### config.mk
export PLATFORM = sky130hd
export DESIGN_NAME = frog_motion_ctrl
export DESIGN_NICKNAME = d
export VERILOG_FILES = /design/src/rtl/frog_motion_ctrl.sv
export SDC_FILE = /design/constraint.sdc
export NUM_CORES = 1
export LEC_CHECK = 0
export CAP_MARGIN = 25
export CORE_MARGIN = 1.5
export CORE_UTILIZATION = 45
export CTS_CLUSTER_DIAMETER = 120
export DETAILED_ROUTE_END_ITERATION = 7
export HOLD_SLACK_MARGIN = 0.03
export PLACE_DENSITY = 0.73
export SETUP_SLACK_MARGIN = 0.1
export SKIP_CTS_REPAIR_TIMING = 1
export SYNTH_ARGS = -nofsm -noshare
export SYNTH_HDL_FRONTEND = slang
export SYNTH_SLANG_ARGS = --single-unit
### constraint.sdc
create_clock -name Clk -period 2.8 [get_ports Clk]
set_input_delay 0.84 -clock Clk [delete_from_list [all_inputs] [get_ports Clk]]
set_output_delay 0.84 -clock Clk [all_outputs]
set_load 0.02 [all_outputs]
### src/rtl/frog_motion_ctrl.sv
// frog_motion_ctrl
//   Owns the frog sprite position for the renderer. It turns new WASD keycodes
//   into animated lane hops, applies log/turtle drift while idle, and sequences
//   death, respawn, lives and game over. All motion is paced by the frame tick.
//
// Ports
//   Clk, Reset_n        system clock, asynchronous active-low reset
//   frame_clk           vsync-derived level; rising edge = one frame tick
//   keycode[7:0]        USB keycode (W=1A up, S=16 down, A=04 left, D=07 right)
//   die                 collision/drown pulse
//   drift_dx[3:0]       signed px/frame from the object being ridden
//   BallX/BallY[9:0]    frog sprite top-left position
//   dead                skull sprite select (DEAD and OVER)
//   lives[1:0]          remaining lives
//   game_over           high in OVER
//   hop_done, hop_up    one-cycle hop completion pulse, qualified by direction
//   dbg_state_o[1:0]    FSM state (0 IDLE, 1 HOP, 2 DEAD, 3 OVER)
//
// Handshake note: there is no valid/ready flow here; keycode is level-sampled
// and only a change to a move key counts, and hop_done is a single-cycle pulse
// with hop_up valid only in that same cycle.
module frog_motion_ctrl #(
  parameter logic [9:0] START_X      = 10'd312,
  parameter logic [9:0] START_Y      = 10'd422,
  parameter logic [9:0] MIN_Y        = 10'd92,
  parameter logic [9:0] MAX_X        = 10'd622,
  parameter int         HOP_PIX      = 30,
  parameter int         HOP_FRAMES   = 6,
  parameter int         DEATH_FRAMES = 60,
  parameter logic [1:0] LIVES_INIT   = 2'd3
) (
  input  logic       Clk,
  input  logic       Reset_n,
  input  logic       frame_clk,
  input  logic [7:0] keycode,
  input  logic       die,
  input  logic [3:0] drift_dx,
  output logic [9:0] BallX,
  output logic [9:0] BallY,
  output logic       dead,
  output logic [1:0] lives,
  output logic       game_over,
  output logic       hop_done,
  output logic       hop_up,
  output logic [1:0] dbg_state_o
);

  typedef enum logic [1:0] {S_IDLE = 2'd0, S_HOP = 2'd1, S_DEAD = 2'd2, S_OVER = 2'd3} state_t;
  typedef enum logic [1:0] {D_UP = 2'd0, D_DOWN = 2'd1, D_LEFT = 2'd2, D_RIGHT = 2'd3} dir_t;

  localparam logic [7:0] KEY_W = 8'h1A;
  localparam logic [7:0] KEY_S = 8'h16;
  localparam logic [7:0] KEY_A = 8'h04;
  localparam logic [7:0] KEY_D = 8'h07;

  localparam logic [9:0] HOP_PIX_W  = 10'(HOP_PIX);
  localparam logic [9:0] HOP_STEP   = 10'(HOP_PIX / HOP_FRAMES);
  localparam logic [5:0] HOP_LAST   = 6'(HOP_FRAMES - 1);
  localparam logic [5:0] DEATH_LAST = 6'(DEATH_FRAMES - 1);

  state_t     state_q;
  dir_t       dir_q;
  logic [5:0] cnt_q;
  logic [9:0] x_q, y_q;
  logic [1:0] lives_q;
  logic       dead_q, over_q, hop_done_q, hop_up_q;
  logic       fsync1_q, fsync2_q, fprev_q;
  logic [7:0] key_prev_q;

  logic       frame_tick;
  logic       key_new;
  logic       target_ok;
  dir_t       key_dir;
  logic [10:0] drift_sum;
  logic [9:0]  drift_x_d;

  assign frame_tick = fsync2_q & ~fprev_q;

  // Target legality and direction decode for the current keycode.
  always_comb begin
    target_ok = 1'b0;
    key_dir   = D_UP;
    key_new   = 1'b0;
    case (keycode)
      KEY_W: begin key_dir = D_UP;    target_ok = (y_q >= MIN_Y + HOP_PIX_W);   end
      KEY_S: begin key_dir = D_DOWN;  target_ok = (y_q + HOP_PIX_W <= START_Y); end
      KEY_A: begin key_dir = D_LEFT;  target_ok = (x_q >= HOP_PIX_W);           end
      KEY_D: begin key_dir = D_RIGHT; target_ok = (x_q + HOP_PIX_W <= MAX_X);   end
      default: begin key_dir = D_UP; target_ok = 1'b0; end
    endcase
    if ((keycode == KEY_W) || (keycode == KEY_S) || (keycode == KEY_A) || (keycode == KEY_D))
      key_new = (keycode != key_prev_q);
  end

  // Drift in 11 bits: x is at most MAX_X and |drift| <= 8, so bit 10 set can
  // only mean the sum went negative.
  always_comb begin
    drift_sum = {1'b0, x_q} + {{7{drift_dx[3]}}, drift_dx};
    drift_x_d = drift_sum[9:0];
    if (drift_sum[10])
      drift_x_d = 10'd0;
    else if (drift_sum[9:0] > MAX_X)
      drift_x_d = MAX_X;
  end

  always_ff @(posedge Clk or negedge Reset_n) begin
    if (!Reset_n) begin
      state_q    <= S_IDLE;
      dir_q      <= D_UP;
      cnt_q      <= '0;
      x_q        <= START_X;
      y_q        <= START_Y;
      lives_q    <= LIVES_INIT;
      dead_q     <= 1'b0;
      over_q     <= 1'b0;
      hop_done_q <= 1'b0;
      hop_up_q   <= 1'b0;
      fsync1_q   <= 1'b0;
      fsync2_q   <= 1'b0;
      fprev_q    <= 1'b0;
      key_prev_q <= '0;
    end else begin
      fsync1_q   <= frame_clk;
      fsync2_q   <= fsync1_q;
      fprev_q    <= fsync2_q;
      key_prev_q <= keycode;
      hop_done_q <= 1'b0;
      hop_up_q   <= 1'b0;
      case (state_q)
        S_IDLE: begin
          if (die) begin
            state_q <= S_DEAD;
            dead_q  <= 1'b1;
            cnt_q   <= '0;
          end else if (key_new && target_ok) begin
            // A tick arriving in this same cycle is dropped on purpose.
            state_q <= S_HOP;
            dir_q   <= key_dir;
            cnt_q   <= '0;
          end else if (frame_tick) begin
            x_q <= drift_x_d;
          end
        end
        S_HOP: begin
          if (die) begin
            // Death beats the final step: no hop_done for a killed hop.
            state_q <= S_DEAD;
            dead_q  <= 1'b1;
            cnt_q   <= '0;
          end else if (frame_tick) begin
            case (dir_q)
              D_UP:    y_q <= y_q - HOP_STEP;
              D_DOWN:  y_q <= y_q + HOP_STEP;
              D_LEFT:  x_q <= x_q - HOP_STEP;
              D_RIGHT: x_q <= x_q + HOP_STEP;
              default: ;
            endcase
            if (cnt_q == HOP_LAST) begin
              state_q    <= S_IDLE;
              cnt_q      <= '0;
              hop_done_q <= 1'b1;
              hop_up_q   <= (dir_q == D_UP);
            end else begin
              cnt_q <= cnt_q + 6'd1;
            end
          end
        end
        S_DEAD: begin
          if (frame_tick) begin
            if (cnt_q == DEATH_LAST) begin
              cnt_q <= '0;
              if (lives_q == 2'd1) begin
                lives_q <= 2'd0;
                state_q <= S_OVER;
                over_q  <= 1'b1;
              end else begin
                lives_q <= lives_q - 2'd1;
                x_q     <= START_X;
                y_q     <= START_Y;
                dead_q  <= 1'b0;
                state_q <= S_IDLE;
              end
            end else begin
              cnt_q <= cnt_q + 6'd1;
            end
          end
        end
        default: ; // S_OVER holds until reset
      endcase
    end
  end

  assign BallX       = x_q;
  assign BallY       = y_q;
  assign dead        = dead_q;
  assign lives       = lives_q;
  assign game_over   = over_q;
  assign hop_done    = hop_done_q;
  assign hop_up      = hop_up_q;
  assign dbg_state_o = state_q;

endmodule
==> results.py <==
metrics = {
    "detailed_routing": {
        "ant_nets": 0,
        "drc": 0,
        "drt_wl_total_um": 10900,
        "highest_layer": "met4",
        "via_per_inst": 5.78,
        "wl_met2_um": 5730,
        "drt_iter0_markers": 165,
        "drt_first_pass_iters": 5,
        "wl_met1_um": 4700,
        "wl_met3_um": 285,
        "wl_per_cell_um": 16.0,
        "via_count": 3927,
    },
    "outcome": {
        "outcome": "finished clean",
    },
    "yosys": {
        "synth_edf_count": 0,
        "yosysTopAreaCell": "dfrtp_1",
        "netlist_area_sq_um": 3920,
        "synth_top_area_share_pct": 23.0,
        "ys_ff_latch": 47,
        "yosys_most_used_dff": "dfrtp_1",
        "synth_seq_area_share_pct": 30.3,
        "ys_types": 67,
        "synth_nets": 507,
        "syn_area_per_cell_sq_um": 8.66,
        "synth-async-reset-ratio_pct": 100,
        "yosys_warnings": 0,
        "synthTopCellsByArea": "dfrtp_1, ha_1, dfstp_2",
        "postSynthCellCount": 453,
    },
    "floorplanning": {
        "die_h_um": 96.4,
        "die_w_um": 96.4,
        "dieArea_sq_um": 9290,
        "num_rows": 33,
        "start_util_pct": 47.0,
        "pin_count": 44,
        "fp.coreArea_sq_um": 8340,
    },
    "worst_setup_path": {
        "cp-start-kind": "primary input",
        "cp.arrival_ns": 2.99,
        "worst-setup-path-type": "in -> reg",
        "path_max_fanout": 5,
        "reg2reg_depth": 11,
        "critical_path_required_ns": 3.04,
        "end_kind": "flop",
    },
    "placed_design": {
        "dp_hpwl_um": 7830,
        "port_buffers": 43,
        "place.gp.congestion": 0.857,
        "dp_slack_ns": -0.720,
        "place_area_sq_um": 5070,
    },
    "min_path": {
        "hold_path_class": "reg -> reg",
        "hold_depth": 0,
    },
    "sta": {
        "rsz0062_at_grt": "yes",
        "fin_crit_sh_pct": 98.3,
        "fin_tns_setup_ns": 0,
        "setup_violations": 0,
        "max_slew_margin_pct": 66.3,
        "maxSlewViolCount": 0,
        "fmax_mhz": 363,
        "min_period_ns": 2.75,
        "worst_slack_ns": 0.0480,
        "worst_clock_skew_ns": 0.00558,
        "tightest_slew_ns": 0.505,
        "hold_viol_final": 0,
    },
    "cells_and_area": {
        "area_growth_pct": 43.2,
        "fillers": 662,
        "final_common_cell": "buf_4",
        "design_area_sq_um": 5620,
        "drive_above_1_share_pct": 31.0,
        "final_nets": 628,
        "final_cell_mix": "buf_4, nor2_1, dfrtp_1",
        "diodes": 0,
        "regArea_sq_um": 1190,
        "multi_input_area_sq_um": 2970,
    },
    "run": {
        "maxCapViolCount": 0,
    },
    "global_routing": {
        "grt_max_degree": 28,
        "antenna_found_initial": 0,
        "track_usage_pct": 23.4,
        "grt_pass1_wl_um": 17200,
        "gr-total-overflow": 0,
        "grt_pass1_vias": 3813,
    },
    "clocking": {
        "cts_sinks": 47,
        "root_buffer": "clkbuf_8",
        "path_clk_slew_ns": 0.09,
        "htree_levels": 2,
        "clock_latency_ns": 0.31,
        "cts_tree": "yes",
        "cts_buffers": 5,
        "clockBufferDepth": 2,
    },
    "power": {
        "finalPower_mw": 1.45,
        "p_per_area_nw_per_um2": 259,
        "power.leakage_nw": 2.48,
        "ir_drop_v": 0.000235,
    },
}
==> area by class of cell <==
class / instances / area share, %
clock buffer: 6 / 1.47
clock inverter: 2 / 0.623
inverter: 27 / 1.85
multi-input combinational: 367 / 52.8
sequential: 47 / 21.2
tap: 105 / 2.34
timing repair buffer: 126 / 19.7
==> metal layers <==
layer | global-route usage [%] | vias to the layer above
met1 | 29.4 | 1912
met3 | 2.58 | 15
met2 | 42.5 | 67
met4 | 6.16 | 0
li1 | - | 1933
met5 | 0 | -
==> final timing paths <==
check | from | end | slack [ns]
setup / recovery | drift_dx[0] | BallX[3] | 0.05
hold / removal | fsync1_q | fsync2_q | 0.36
setup reg to reg | BallX[1] | dbg_state_o[1] | 0.10
hold reg to reg | fsync1_q | fsync2_q | 0.36
max in group asynchronous | Reset_n | BallX[4] | 1.71
min in group asynchronous | Reset_n | fsync1_q | 0.49
==> through the flow <==
step / hold slack, ns / std cells / util (%)
6_report: 0.363 / 680 / 67.4
5_1_grt: 0.370 / 680 / 67.4
4_1_cts: 0.362 / 669 / 62.2
3_5_place_dp: 0.340 / 661 / 60.8
3_3_place_gp: 0.332 / 661 / 60.8
2_1_floorplan: 0.331 / 453 / -
==> critical path: stages <==
cell      delay, ns
buf_6          0.09
ha_4           0.15
fa_2           0.37
a211oi_4       0.28
o211ai_1       0.17
nand2_1        0.14
xor2_2         0.17
buf_4          0.15
a31oi_4        0.13
nor2_1         0.13
o22ai_1        0.09
mux2_4         0.26
==> cells by family after synthesis <==
group | count (synthesis) | synth area share (%)
flip-flops | 47 | 30.3
adder cells (fa/ha/maj) | 38 | 12.7
AO/OA/AOI/OAI | 150 | 26.2
XOR/XNOR | 29 | 6.47
buffers and inverters | 39 | 4.18
multiplexers | 3 | 0.861
AND/OR/NAND/NOR | 147 | 19.3
==> sequential cells by signal, indices dropped and copies added (netlist names) <==
name,flops
BallX,10
BallY,10
cnt_q,6
dbg_state_o,2
dead,1
dir_q,2
fprev_q,1
fsync1_q,1
fsync2_q,1
game_over,1
hop_done,1
hop_up,1
key_prev_q,8
lives,2
==> where the power goes <==
group	total [mW]	leakage (nW)	switching, mW	internal (mW)
logic	0.228	1.87	0.109	0.119
clock network	0.536	0.0612	0.246	0.289
registers	0.690	0.551	0.00323	0.687
total	1.45	2.48	0.358	1.10
==> cell usage after synthesis (all sizes together) (5+ instances only) <==
master / count
clkbuf: 8
nor4: 10
o21ai: 38
nor2: 40
nand2b: 6
o21bai: 5
nand3: 10
a31o: 5
or3: 5
a21oi: 30
a21o: 10
o211ai: 7
inv: 27
o22ai: 6
ha: 35
dfrtp: 36
nor2b: 8
nand4: 5
o32a: 5
xor2: 17
dfstp: 11
xnor2: 12
nand2: 28
nor3: 14
Power figures use the tool's default switching activity.
